--- src/rtl/hazard_ctrl_pkg.sv ---
// Shared types for the RV32I pipeline hazard controller: FSM states and
// EX forwarding-mux select encodings.
package hazard_pkg;

    typedef enum logic [1:0] {
        BOOT  = 2'd0,
        RUN   = 2'd1,
        MWAIT = 2'd2
    } state_t;

    localparam logic [1:0] FWD_RF = 2'b00;
    localparam logic [1:0] FWD_W  = 2'b01;
    localparam logic [1:0] FWD_M  = 2'b10;

endpackage

--- src/rtl/hazard_ctrl_if.sv ---
// Datapath <-> hazard controller bundle: register indices and enables in,
// stall/flush/forward controls and status out.
interface hazard_ctrl_if #(
    parameter int CNT_W = 32
);
    logic [4:0]       Rs1D, Rs2D, Rs1E, Rs2E, RdE, RdM, RdW;
    logic             ResultSrcE_zero, RegWriteM, RegWriteW, PCSrcE;
    logic             MemReqM, MemReadyM;
    logic             StallF, StallD, StallE, StallM;
    logic             FlushD, FlushE, FlushW;
    logic [1:0]       ForwardAE, ForwardBE;
    logic             mem_err;
    logic [CNT_W-1:0] stall_cnt, flush_cnt;

    modport master (
        output Rs1D, Rs2D, Rs1E, Rs2E, RdE, RdM, RdW,
        output ResultSrcE_zero, RegWriteM, RegWriteW, PCSrcE, MemReqM, MemReadyM,
        input  StallF, StallD, StallE, StallM, FlushD, FlushE, FlushW,
        input  ForwardAE, ForwardBE, mem_err, stall_cnt, flush_cnt
    );

    modport slave (
        input  Rs1D, Rs2D, Rs1E, Rs2E, RdE, RdM, RdW,
        input  ResultSrcE_zero, RegWriteM, RegWriteW, PCSrcE, MemReqM, MemReadyM,
        output StallF, StallD, StallE, StallM, FlushD, FlushE, FlushW,
        output ForwardAE, ForwardBE, mem_err, stall_cnt, flush_cnt
    );
endinterface

--- src/rtl/hazard_ctrl_perf_counter.sv ---
// Saturating event counter: sticks at all-ones instead of wrapping.
module perf_counter #(
    parameter int CNT_W = 32
) (
    input  logic             clk,
    input  logic             reset,
    input  logic             inc,
    output logic [CNT_W-1:0] count
);

    always_ff @(posedge clk or posedge reset) begin
        if (reset) begin
            count <= '0;
        end else if (inc && (count != '1)) begin
            count <= count + 1'b1;
        end
    end

endmodule

--- src/rtl/hazard_ctrl.sv ---
// Pipeline hazard controller: boot hold, data-memory wait FSM with timeout,
// load-use / branch / memory stall-flush priority, EX forwarding, perf counters.
module hazard_ctrl
    import hazard_pkg::*;
#(
    parameter int BOOT_CYCLES = 4,
    parameter int MEM_TIMEOUT = 255,
    parameter int CNT_W       = 32
) (
    input logic           clk,
    input logic           reset,
    hazard_ctrl_if.slave  bus
);

    localparam int BW = (BOOT_CYCLES > 1) ? $clog2(BOOT_CYCLES) : 1;
    localparam int WW = (MEM_TIMEOUT > 1) ? $clog2(MEM_TIMEOUT + 1) : 1;
    localparam logic [BW-1:0] BOOT_LAST = BW'(BOOT_CYCLES - 1);
    localparam logic [WW-1:0] WAIT_MAX  = WW'(MEM_TIMEOUT);

    state_t        state, state_nxt;
    logic [BW-1:0] boot_cnt, boot_nxt;
    logic [WW-1:0] wait_cnt, wait_nxt;
    logic          mem_err_q, err_nxt;
    logic          lw_stall, mem_stall, in_run;
    logic          stall_f, stall_d, stall_e, stall_m;
    logic          flush_d, flush_e, flush_w;

    assign lw_stall  = bus.ResultSrcE_zero && (bus.RdE != 5'd0) &&
                       ((bus.RdE == bus.Rs1D) || (bus.RdE == bus.Rs2D));
    assign mem_stall = bus.MemReqM && !bus.MemReadyM;
    assign in_run    = (state != BOOT);

    always_ff @(posedge clk or posedge reset) begin
        if (reset) begin
            state     <= BOOT;
            boot_cnt  <= '0;
            wait_cnt  <= '0;
            mem_err_q <= 1'b0;
        end else begin
            state     <= state_nxt;
            boot_cnt  <= boot_nxt;
            wait_cnt  <= wait_nxt;
            mem_err_q <= err_nxt;
        end
    end

    always_comb begin
        state_nxt = state;
        boot_nxt  = boot_cnt;
        wait_nxt  = wait_cnt;
        case (state)
            BOOT: begin
                if (boot_cnt == BOOT_LAST) begin
                    state_nxt = RUN;
                    boot_nxt  = '0;
                end else begin
                    boot_nxt = boot_cnt + 1'b1;
                end
            end
            RUN: begin
                if (mem_stall) begin
                    state_nxt = MWAIT;
                    wait_nxt  = WW'(1);
                end
            end
            MWAIT: begin
                // Ready completes the access; a dropped request is illegal but
                // must not leave the pipeline frozen, so both return to RUN.
                if (mem_stall) begin
                    if (wait_cnt != WAIT_MAX) wait_nxt = wait_cnt + 1'b1;
                end else begin
                    state_nxt = RUN;
                    wait_nxt  = '0;
                end
            end
            default: begin
                state_nxt = BOOT;
                boot_nxt  = '0;
                wait_nxt  = '0;
            end
        endcase
        err_nxt = mem_err_q || (in_run && mem_stall && (wait_nxt == WAIT_MAX));
    end

    // Mealy stall/flush decode; memory wait defers a pending branch redirect.
    always_comb begin
        stall_f = 1'b0;
        stall_d = 1'b0;
        stall_e = 1'b0;
        stall_m = 1'b0;
        flush_d = 1'b0;
        flush_e = 1'b0;
        flush_w = 1'b0;
        if (!in_run) begin
            stall_f = 1'b1;
            flush_d = 1'b1;
            flush_e = 1'b1;
        end else if (mem_stall) begin
            stall_f = 1'b1;
            stall_d = 1'b1;
            stall_e = 1'b1;
            stall_m = 1'b1;
            flush_w = 1'b1;
        end else if (bus.PCSrcE) begin
            flush_d = 1'b1;
            flush_e = 1'b1;
        end else if (lw_stall) begin
            stall_f = 1'b1;
            stall_d = 1'b1;
            flush_e = 1'b1;
        end
    end

    always_comb begin
        bus.ForwardAE = FWD_RF;
        if (bus.RegWriteM && (bus.RdM != 5'd0) && (bus.RdM == bus.Rs1E))
            bus.ForwardAE = FWD_M;
        else if (bus.RegWriteW && (bus.RdW != 5'd0) && (bus.RdW == bus.Rs1E))
            bus.ForwardAE = FWD_W;
    end

    always_comb begin
        bus.ForwardBE = FWD_RF;
        if (bus.RegWriteM && (bus.RdM != 5'd0) && (bus.RdM == bus.Rs2E))
            bus.ForwardBE = FWD_M;
        else if (bus.RegWriteW && (bus.RdW != 5'd0) && (bus.RdW == bus.Rs2E))
            bus.ForwardBE = FWD_W;
    end

    assign bus.StallF  = stall_f;
    assign bus.StallD  = stall_d;
    assign bus.StallE  = stall_e;
    assign bus.StallM  = stall_m;
    assign bus.FlushD  = flush_d;
    assign bus.FlushE  = flush_e;
    assign bus.FlushW  = flush_w;
    assign bus.mem_err = mem_err_q;

    perf_counter #(.CNT_W(CNT_W)) u_stall_cnt (
        .clk   (clk),
        .reset (reset),
        .inc   (in_run && stall_f),
        .count (bus.stall_cnt)
    );

    perf_counter #(.CNT_W(CNT_W)) u_flush_cnt (
        .clk   (clk),
        .reset (reset),
        .inc   (in_run && !mem_stall && bus.PCSrcE),
        .count (bus.flush_cnt)
    );

endmodule

--- src/flat_wrapper.sv ---
// flat-port wrapper written by rule: the top's interface ports become plain ports
module hazard_ctrl_flat import hazard_pkg::*;
#(
    parameter int BOOT_CYCLES = 4,
    parameter int MEM_TIMEOUT = 255,
    parameter int CNT_W       = 32
)
  (clk, reset, bus_Rs1D, bus_Rs2D, bus_Rs1E, bus_Rs2E, bus_RdE, bus_RdM, bus_RdW, bus_ResultSrcE_zero, bus_RegWriteM, bus_RegWriteW, bus_PCSrcE, bus_MemReqM, bus_MemReadyM, bus_StallF, bus_StallD, bus_StallE, bus_StallM, bus_FlushD, bus_FlushE, bus_FlushW, bus_ForwardAE, bus_ForwardBE, bus_mem_err, bus_stall_cnt, bus_flush_cnt);
  hazard_ctrl_if #(.CNT_W(CNT_W)) bus_i ();
  input logic clk;
  input logic reset;
  input wire logic [$bits(bus_i.Rs1D)-1:0] bus_Rs1D;
  input wire logic [$bits(bus_i.Rs2D)-1:0] bus_Rs2D;
  input wire logic [$bits(bus_i.Rs1E)-1:0] bus_Rs1E;
  input wire logic [$bits(bus_i.Rs2E)-1:0] bus_Rs2E;
  input wire logic [$bits(bus_i.RdE)-1:0] bus_RdE;
  input wire logic [$bits(bus_i.RdM)-1:0] bus_RdM;
  input wire logic [$bits(bus_i.RdW)-1:0] bus_RdW;
  input wire logic [$bits(bus_i.ResultSrcE_zero)-1:0] bus_ResultSrcE_zero;
  input wire logic [$bits(bus_i.RegWriteM)-1:0] bus_RegWriteM;
  input wire logic [$bits(bus_i.RegWriteW)-1:0] bus_RegWriteW;
  input wire logic [$bits(bus_i.PCSrcE)-1:0] bus_PCSrcE;
  input wire logic [$bits(bus_i.MemReqM)-1:0] bus_MemReqM;
  input wire logic [$bits(bus_i.MemReadyM)-1:0] bus_MemReadyM;
  output wire logic [$bits(bus_i.StallF)-1:0] bus_StallF;
  output wire logic [$bits(bus_i.StallD)-1:0] bus_StallD;
  output wire logic [$bits(bus_i.StallE)-1:0] bus_StallE;
  output wire logic [$bits(bus_i.StallM)-1:0] bus_StallM;
  output wire logic [$bits(bus_i.FlushD)-1:0] bus_FlushD;
  output wire logic [$bits(bus_i.FlushE)-1:0] bus_FlushE;
  output wire logic [$bits(bus_i.FlushW)-1:0] bus_FlushW;
  output wire logic [$bits(bus_i.ForwardAE)-1:0] bus_ForwardAE;
  output wire logic [$bits(bus_i.ForwardBE)-1:0] bus_ForwardBE;
  output wire logic [$bits(bus_i.mem_err)-1:0] bus_mem_err;
  output wire logic [$bits(bus_i.stall_cnt)-1:0] bus_stall_cnt;
  output wire logic [$bits(bus_i.flush_cnt)-1:0] bus_flush_cnt;
  assign bus_i.Rs1D = bus_Rs1D;
  assign bus_i.Rs2D = bus_Rs2D;
  assign bus_i.Rs1E = bus_Rs1E;
  assign bus_i.Rs2E = bus_Rs2E;
  assign bus_i.RdE = bus_RdE;
  assign bus_i.RdM = bus_RdM;
  assign bus_i.RdW = bus_RdW;
  assign bus_i.ResultSrcE_zero = bus_ResultSrcE_zero;
  assign bus_i.RegWriteM = bus_RegWriteM;
  assign bus_i.RegWriteW = bus_RegWriteW;
  assign bus_i.PCSrcE = bus_PCSrcE;
  assign bus_i.MemReqM = bus_MemReqM;
  assign bus_i.MemReadyM = bus_MemReadyM;
  assign bus_StallF = bus_i.StallF;
  assign bus_StallD = bus_i.StallD;
  assign bus_StallE = bus_i.StallE;
  assign bus_StallM = bus_i.StallM;
  assign bus_FlushD = bus_i.FlushD;
  assign bus_FlushE = bus_i.FlushE;
  assign bus_FlushW = bus_i.FlushW;
  assign bus_ForwardAE = bus_i.ForwardAE;
  assign bus_ForwardBE = bus_i.ForwardBE;
  assign bus_mem_err = bus_i.mem_err;
  assign bus_stall_cnt = bus_i.stall_cnt;
  assign bus_flush_cnt = bus_i.flush_cnt;
  hazard_ctrl #(.BOOT_CYCLES(BOOT_CYCLES), .MEM_TIMEOUT(MEM_TIMEOUT), .CNT_W(CNT_W)) u_core (.clk(clk), .reset(reset), .bus(bus_i));
endmodule
--- config.mk ---
export PLATFORM = sky130hd
export DESIGN_NAME = hazard_ctrl_flat
export DESIGN_NICKNAME = d
export VERILOG_FILES = /design/src/rtl/hazard_ctrl_pkg.sv /design/src/rtl/hazard_ctrl_if.sv /design/src/rtl/hazard_ctrl_perf_counter.sv /design/src/rtl/hazard_ctrl.sv /design/src/flat_wrapper.sv
export SDC_FILE = /design/constraint.sdc
export NUM_CORES = 1
export LEC_CHECK = 0
export BUFFER_PORTS_ARGS = -buffer_cell sky130_fd_sc_hd__clkbuf_2
export CELL_PAD_IN_SITES_DETAIL_PLACEMENT = 1
export CELL_PAD_IN_SITES_GLOBAL_PLACEMENT = 1
export CORE_ASPECT_RATIO = 1.4
export CORE_MARGIN = 4
export CORE_UTILIZATION = 43
export DETAILED_ROUTE_END_ITERATION = 12
export PLACE_DENSITY_LB_ADDON = 0.1
export SYNTH_ARGS = -nofsm -noshare
export SYNTH_HDL_FRONTEND = slang
export SYNTH_SLANG_ARGS = --single-unit
--- constraint.sdc ---
create_clock -name clk -period 3.37 [get_ports clk]
set_clock_uncertainty 0.05 [all_clocks]
set_input_delay 0.337 -clock clk [delete_from_list [all_inputs] [get_ports clk]]
set_output_delay 0.337 -clock clk [all_outputs]
set_load 0.02 [all_outputs]
==> reports/qor.csv, run 1 <==
stage,metric,value,unit
run_status,outcome,completed,
final_layout,final core utilization,54.69,%
sta,setup ws final,821.8,ps
power_and_ir_drop,LEAKAGE,2.540,nW
worst_setup_path,CP Capture Type,output pin,
final_layout,layout cell share with drive strength beyond 1,28.28,%
final_layout,area grow syn2layout,24.88,%
worst_setup_path,Setup crit start kind,register,
global_routing,largest net degree at the start of global routing,78,
floorplanning,Starting Density,43.79,%
global_routing,gr ovfl total,0,
logic_synthesis,Yosys top cell area share,44.44,%
worst_setup_path,RR Startpoint,u_core.state[1]$_DFFE_PP0P_,
worst_setup_path,Crit Path Max Fanout,9,
clock_network,TritonCTS Buffers,9,
logic_synthesis,Mapped Area,4335,um2
floorplanning,core area,9899,um2
flow_run,max cap viols,0,
floorplanning,Die W,92.86,um
global_routing,global-route wire length before repair,19.02,mm
clock_network,"Clk pin slew, worst setup/hold paths",60,ps
clock_network,hold buffers post-CTS,0,
power_and_ir_drop,Pwr per Cell Area,562.7,nW/um2
logic_synthesis,sequential area share after synthesis,44.44,%
logic_synthesis,"FF+latch count, synth",77,
floorplanning,# IOs,119,
clock_network,CTS Buffer Depth,2,
worst_setup_path,critical path data arrival time,2160,ps
clock_network,Worst-Skew Late Latency,330,ps
clock_network,CTS H-tree lvls,3,
logic_synthesis,Synth async-reset ratio,100.0,%
worst_setup_path,reg2reg path depth,7,
floorplanning,die area,11780,um2
logic_synthesis,ys flop type,dfrtp_1,
worst_setup_path,Worst R2R End,u_core.u_flush_cnt.count[19]$_DFFE_PP0P_,
sta,"Setup violations, final",0,
sta,RSZ-0062 raised after global routing,no,
logic_synthesis,syn nets,474,
logic_synthesis,Mapped Cells,423,
routing,Vias/cell,5.385,
final_layout,post-layout net count,595,
routing,drt drc,0,
final_layout,fillers,1183,
logic_synthesis,Syn Area/Cell,10.25,um2
clock_network,"Setup Fix Bufs, Post-CTS",0,
worst_setup_path,Required @ worst endpoint,2980,ps
sta,setup TNS,0,ps
routing,Via Count,3678,
logic_synthesis,"EDFF count, synth",0,
power_and_ir_drop,maximum VDD drop,0.2838,mV
logic_synthesis,Synth cell types,56,
worst_setup_path,"Worst Path Class, Setup",register to output pin,
sta,fmax,392.4,MHz
global_routing,Overall Global Routing Usage,19.96,%
sta,Hold Slack,27.32,ps
global_routing,initial antenna violation count,0,
final_layout,Reg area,1927,um2
clock_network,CTS Sinks,77,
routing,final WL,11.39,mm
place,pre-CTS setup slack,884.8,ps
routing,drt initial violations,99,
global_routing,vias in the first global route,3798,
sta,final cycle utilization of the critical path,75.61,%
routing,remaining antenna violation count after routing,0,
clock_network,CTS tree,built,
place,Port Buffers,118,
routing,Routed WL per cell,16.68,um
sta,Final Hold Fails,0,
clock_network,post_cts resized,0,
floorplanning,Die Y,126.8,um
sta,crit path time final,2548,ps
sta,final slew viol count,0,
worst_setup_path,r2r setup slk,870,ps
hold_path,Worst Hold Class,input port to asynchronous set/reset pin,
routing,Initial DRT Pass Iterations,4,
sta,relative slew slack,62.03,%
sta,Least-Margin Pin Slew,568.3,ps
place,Routability Congestion,0.8182,
final_layout,"commonest non-fill, non-tap cell in the layout",clkbuf_2,
final_layout,Final Cell Area,5414,um2
floorplanning,FP Rows,43,
place,Placed Area,5066,um2
final_layout,area occupied by multi-input gates,2333,um2
final_layout,antenna cell count,0,
logic_synthesis,Synth area leaders,"dfrtp_1 (44%), xnor2_1 (13%), xor2_1 (5.1%)",
final_layout,most frequent cells in the layout,"clkbuf_2 (118), dfrtp_1 (77), xnor2_1 (66), nand3_1 (35), nand2_1 (32)",
logic_synthesis,most area-hungry cell type in the Yosys netlist,dfrtp_1,
clock_network,Root Driver,clkbuf_16,
place,post-detail-place hpwl,8.522,mm
logic_synthesis,Syn. warnings,0,
[worst max-delay path by stage]
stage | startpoint | to | slack (ps) | depth (start not counted)
2_1_floorplan | reset | u_core.boot_cnt[0]$_DFFE_PP0N_ | 1020 | 1
3_3_place_gp | u_core.state[0]$_DFFE_PP0P_ | u_core.u_flush_cnt.count[19]$_DFFE_PP0P_ | 990 | 7
3_5_place_dp | u_core.state[1]$_DFFE_PP0P_ | u_core.u_flush_cnt.count[19]$_DFFE_PP0P_ | 880 | 7
4_1_cts | u_core.state[1]$_DFFE_PP0P_ | bus_StallD | 780 | 7
5_1_grt | u_core.state[1]$_DFFE_PP0P_ | u_core.u_flush_cnt.count[19]$_DFFE_PP0P_ | 610 | 7
6_report | u_core.state[1]$_DFFE_PP0P_ | bus_StallD | 820 | 7
[Yosys cell counts, drive strengths merged, types with 7 or more instances]
library cell  count
a21oi             8
and2             10
and3             18
and4             10
dfrtp            77
ha                8
nand2            32
nand3            37
nand4            29
nor2             19
nor3              7
o21ai            10
xnor2            66
xor2             25
[cell type report]
class                   count  area share [%]
clock buffers              11           4.668
repair buffers            120           11.42
flip-flops and latches     77           35.59
multi-input cells         331           43.10
well taps                 135           3.120
clock inverters             4           1.756
inverters                   5          0.3467
[report_power, final]
group / total [mW] / internal [mW] / leakage, nW / switching, mW
Sequential: 1.12 / 1.01 / 1.05 / 0.109
Clock: 1.13 / 0.758 / 0.172 / 0.368
Combinational: 0.800 / 0.288 / 1.32 / 0.511
[sequential cells by signal, indices dropped and copies added (netlist names)]
signal / cells
u_core.u_flush_cnt.count: 32
u_core.bus.mem_err: 1
u_core.state: 2
u_core.u_stall_cnt.count: 32
u_core.wait_cnt: 8
u_core.boot_cnt: 2
[layer usage]
layer | vias to the layer above | wire length (um) | global-route usage [%]
li1 | 1760 | - | -
met1 | 1827 | 4894 | 24.59
met2 | 77 | 5890 | 34.79
met3 | 14 | 448 | 4.448
met4 | 0 | 159 | 5.781
met5 | - | 0 | 0
[worst max-delay path, stage by stage, from the launching register on]
cell and delay (ps):
dfrtp_1 430, inv_1 110, ha_1 340, nand2b_1 220
inv_1 180, a31oi_4 340, inv_1 70, clkbuf_2 160
[metrics by stage]
stage / power [mW] / instances
finish: 3.046 / 683
global route: 3.215 / 683
CTS: 3.085 / 683
detailed placement: 1.932 / 668
global placement: 1.899 / 668
floorplan: 1.660 / 423
[cell families after synthesis]
group | share of synthesized area, %
AOI/OAI and AO/OA | 6.984
xor gates and xnor gates | 18.38
adders and majority gates | 2.309
buffers and inverters | 1.731
DFF | 44.44
muxes | 0.8657
and+or+nand+nor | 25.28
(Power assumes the default switching activity.)
==> run 2, diff against run 1 <==
--- a/config.mk
+++ b/config.mk
@@ -5,12 +5,13 @@
 export SDC_FILE = /design/constraint.sdc
 export NUM_CORES = 1
 export LEC_CHECK = 0
+export ABC_AREA = 1
 export BUFFER_PORTS_ARGS = -buffer_cell sky130_fd_sc_hd__clkbuf_2
 export CELL_PAD_IN_SITES_DETAIL_PLACEMENT = 1
 export CELL_PAD_IN_SITES_GLOBAL_PLACEMENT = 1
 export CORE_ASPECT_RATIO = 1.4
 export CORE_MARGIN = 4
-export CORE_UTILIZATION = 43
+export CORE_UTILIZATION = 35
 export DETAILED_ROUTE_END_ITERATION = 12
 export PLACE_DENSITY_LB_ADDON = 0.1
 export SYNTH_ARGS = -nofsm -noshare
==> constraint.sdc (replaced) <==
create_clock -name clk -period 2.2 [get_ports clk]
set_clock_uncertainty 0.05 [all_clocks]
set_input_delay 0.22 -clock clk [delete_from_list [all_inputs] [get_ports clk]]
set_output_delay 0.22 -clock clk [all_outputs]
set_load 0.02 [all_outputs]
==> reports/qor.csv, run 2 <==
stage,metric,value,unit,change
sta,setup TNS,0,ps,unchanged
logic_synthesis,Syn. warnings,0,,unchanged
logic_synthesis,Synth area leaders,"dfrtp_1 (34%), nand2_1 (21%), xor2_1 (6.7%)",,"was dfrtp_1 (44%), xnor2_1 (13%), xor2_1 (5.1%)"
sta,RSZ-0062 raised after global routing,no,,unchanged
flow_run,max cap viols,0,,unchanged
final_layout,biggest regs,"u_core.u_flush_cnt.count (32), u_core.u_stall_cnt.count (32), u_core.wait_cnt (8)",,unchanged
logic_synthesis,Yosys top cell area share,34.49,%,was 44.44%
power_and_ir_drop,maximum VDD drop,0.3865,mV,was 0.2838 mV
sta,Least-Margin Pin Slew,469.0,ps,was 568.3 ps
sta,relative slew slack,68.73,%,was 62.03%
routing,Vias/cell,5.171,,was 5.385
logic_synthesis,top-count cell post-synth,nand2_1,,was dfrtp_1
power_and_ir_drop,Combinational Power Share,30.9,%,was 26.2%
floorplanning,die area,18080,um2,was 11780 um2
worst_setup_path,"Worst Path Class, Setup",register to output pin,,unchanged
global_routing,vias in the first global route,6607,,was 3798
logic_synthesis,synthesized-area fraction occupied by adder cells,1.792,%,was 2.309%
worst_setup_path,worst path bufs/invs,4,,unchanged
clock_network,CTS Buffer Depth,2,,unchanged
clock_network,"Setup Fix Bufs, Post-CTS",0,,unchanged
clock_network,"Clk pin slew, worst setup/hold paths",60,ps,about the same
logic_synthesis,Synth cell types,34,,was 56
final_layout,area grow syn2layout,24.61,%,was 24.88%
global_routing,gr ovfl total,0,,unchanged
logic_synthesis,largest family of logic cells by synthesized area,simple AND/OR/NAND/NOR gates,,unchanged
power_and_ir_drop,power share of the clock group,34.2,%,was 37.0%
final_layout,fillers,2097,,was 1183
floorplanning,core area,15610,um2,was 9899 um2
clock_network,Root Driver,clkbuf_16,,unchanged
routing,drt drc,0,,unchanged
place,Port Buffers,118,,unchanged
clock_network,Worst-Skew Late Latency,350,ps,was 330 ps
clock_network,TritonCTS Buffers,9,,unchanged
logic_synthesis,Synth top cells by count,"nand2_1 (314), nor2_1 (89), dfrtp_1 (77), inv_1 (76), nand4_1 (51)",,"was dfrtp_1 (77), xnor2_1 (66), nand3_1 (35), nand2_1 (32), nand4_1 (29)"
sta,crit path time final,2037,ps,
routing,drt initial violations,289,,was 99
final_layout,final instance count without filler cells,1174,,was 683
logic_synthesis,mux cell area share after synthesis,0,%,was 0.8658%
worst_setup_path,Worst setup endpoint,bus_FlushE,,was bus_StallD
worst_setup_path,Setup crit start kind,register,,unchanged
power_and_ir_drop,Tot Pwr,4.932,mW,was 3.046 mW
worst_setup_path,Required @ worst endpoint,1930,ps,was 2980 ps
power_and_ir_drop,Switching Share,37.04,%,was 32.46%
hold_path,Worst Hold Class,input port to register,,was input port to asynchronous set/reset pin
floorplanning,FP Rows,54,,was 43
floorplanning,Starting Density,35.79,%,was 43.79%
logic_synthesis,Synth async-reset ratio,100.0,%,unchanged
logic_synthesis,sequential area share after synthesis,34.49,%,was 44.44%
power_and_ir_drop,Pwr per Cell Area,708.4,nW/um2,was 562.7 nW/um2
floorplanning,Die W,114.8,um,was 92.86 um
floorplanning,# IOs,119,,unchanged
logic_synthesis,Simple-Gate Fraction of Synth Area,42.02,%,was 25.28%
logic_synthesis,syn nets,875,,was 474
sta,"Setup violations, final",0,,unchanged
worst_setup_path,slowest CP cell,dfrtp_1,,unchanged
worst_setup_path,Worst R2R End,u_core.bus.mem_err$_DFF_PP0_,,was u_core.u_flush_cnt.count[19]$_DFFE_PP0P_
global_routing,global-route wire length before repair,32.82,mm,was 19.02 mm
place,Routability Congestion,0.8858,,was 0.8182
worst_setup_path,critical path data arrival time,1770,ps,was 2160 ps
worst_setup_path,Crit Path Max Fanout,6,,was 9
logic_synthesis,most area-hungry cell type in the Yosys netlist,dfrtp_1,,unchanged
power_and_ir_drop,sequential power share,34.9,%,was 36.8%
clock_network,CTS tree,built,,unchanged
worst_setup_path,"delay-heaviest family, CP",buffers and inverters,,unchanged
global_routing,initial antenna violation count,0,,unchanged
worst_setup_path,RR Startpoint,u_core.wait_cnt[1]$_DFF_PP0_,,was u_core.state[1]$_DFFE_PP0P_
logic_synthesis,Syn Area/Cell,6.780,um2,was 10.25 um2
routing,Routed WL per cell,17.14,um,was 16.68 um
final_layout,most frequent cells in the layout,"nand2_1 (314), clkbuf_2 (118), nor2_1 (88), dfrtp_1 (77), inv_1 (75)",,"was clkbuf_2 (118), dfrtp_1 (77), xnor2_1 (66), nand3_1 (35), nand2_1 (32)"
final_layout,"commonest non-fill, non-tap cell in the layout",nand2_1,,was clkbuf_2
worst_setup_path,crit path from,u_core.state[0]$_DFFE_PP0P_,,was u_core.state[1]$_DFFE_PP0P_
clock_network,CTS H-tree lvls,3,,unchanged
sta,final cycle utilization of the critical path,92.61,%,
logic_synthesis,xor-xnor portion of the synthesized cell area,10.82,%,was 18.38%
worst_setup_path,reg2reg path depth,11,,was 7
global_routing,Overall Global Routing Usage,23.01,%,was 19.96%
sta,Final Hold Fails,0,,unchanged
place,placed cell count,1157,,was 668
worst_setup_path,critical-path cell list,inv_1 > ha_2 > inv_1 > nand2_1 > inv_2 > o21ai_0 > clkbuf_2,,was inv_1 > ha_1 > nand2b_1 > inv_1 > a31oi_4 > inv_1 > clkbuf_2
logic_synthesis,Mapped Area,5587,um2,was 4335 um2
place,Placed Area,6615,um2,was 5066 um2
routing,final WL,20.12,mm,was 11.39 mm
worst_setup_path,"most used cell, CP",inv_1,,unchanged
power_and_ir_drop,LEAKAGE,3.614,nW,was 2.540 nW
sta,fmax,490.8,MHz,
logic_synthesis,Mapped Cells,824,,was 423
global_routing,largest net degree at the start of global routing,78,,unchanged
routing,remaining antenna violation count after routing,0,,unchanged
logic_synthesis,Synth Area in Compound Gates,3.046,%,was 6.984%
final_layout,layout cell share with drive strength beyond 1,19.33,%,was 28.28%
sta,final slew viol count,0,,unchanged
final_layout,antenna cell count,0,,unchanged
final_layout,Final Cell Area,6962,um2,was 5414 um2
worst_setup_path,Stages on worst setup path,7,,unchanged
final_layout,post-layout net count,1024,,was 595
power_and_ir_drop,NetSw,1.827,mW,was 0.9889 mW
clock_network,CTS Sinks,77,,unchanged
logic_synthesis,"FF+latch count, synth",77,,unchanged
logic_synthesis,ys flop type,dfrtp_1,,unchanged
place,post-detail-place hpwl,15.55,mm,was 8.522 mm
worst_setup_path,CP Capture Type,output pin,,unchanged
worst_setup_path,r2r setup slk,250,ps,was 870 ps
routing,Initial DRT Pass Iterations,4,,unchanged
floorplanning,Die Y,157.5,um,was 126.8 um
sta,Hold Slack,335.1,ps,was 27.32 ps
run_status,outcome,completed,,unchanged
routing,Via Count,6071,,was 3678
power_and_ir_drop,internal power,3.105,mW,was 2.057 mW
logic_synthesis,"EDFF count, synth",0,,unchanged
worst_setup_path,CP max stage delay,400,ps,was 430 ps
run 2: worst min-delay path by stage:
stage | start | end | slack (ps) | cells past startpoint
floorplan | reset | u_core.boot_cnt[0]$_DFFE_PP0N_ | 380 | 1
global placement | reset | u_core.u_flush_cnt.count[1]$_DFFE_PP0P_ | 320 | 3
detailed placement | reset | u_core.u_flush_cnt.count[1]$_DFFE_PP0P_ | 330 | 3
CTS | bus_MemReadyM | u_core.wait_cnt[0]$_DFF_PP0_ | 320 | 4
global route | bus_MemReadyM | u_core.wait_cnt[0]$_DFF_PP0_ | 350 | 4
finish | bus_MemReadyM | u_core.wait_cnt[0]$_DFF_PP0_ | 340 | 4
run 2: stage by stage:
stage,utilization (%),worst slack [ps]
4_1_cts,44.56,19.82
5_1_grt,44.60,37.57
3_5_place_dp,42.38,184.5
2_1_floorplan,-,239.5
3_3_place_gp,42.38,241.4
6_report,44.60,162.6
run 2: layout make-up:
class	count	area (um2)	area share, %
clock buffers	12	256.5	3.684
clock inverters	4	70.07	1.006
inverters	77	292.8	4.206
multi-input cells	649	3232	46.42
flip-flops and latches	77	1927	27.68
well taps	196	245.2	3.523
repair buffers	159	938.4	13.48
run 2: routing by layer:
metal	GRT usage (%)	up-vias	part of all wire [%]
met2	44.27	121	55
met3	2.115	42	2.5
li1	-	2924	-
met5	0	-	0
met1	24.43	2984	38
met4	11.86	0	4.2
run 2: cells by family after synthesis:
family / Yosys count
compound gates: 30
xor+xnor: 69
fa+ha+maj: 8
buf+inv: 98
flops: 77
simple gates: 542
run 2: power by group through the flow:
stage,combinational (mW),clock (mW),sequential [mW]
after floorplan,0.847,0,1.84
after CTS,1.53,1.72,1.72
final,1.52,1.69,1.72
after detailed placement,1.52,0,1.75
after global placement,1.47,0,1.73
after global routing,1.68,1.79,1.75
run 2: timing repair:
item                       4_1_cts  5_1_grt
hold buffers                     1        0
setup endpoints to repair        1       12
hold endpoints to repair        77        0
resized for setup                1        3
run 2: worst register-to-register path: stages (launching register included):
cell	delay, ps
dfrtp_1	420
ha_1	280
nand2_1	100
nor2_1	180
nand2_1	220
nand2_1	130
nand2_1	60
nand2_1	70
nand2_1	70
nor2_1	110
nand4_1	110
nand2_1	70
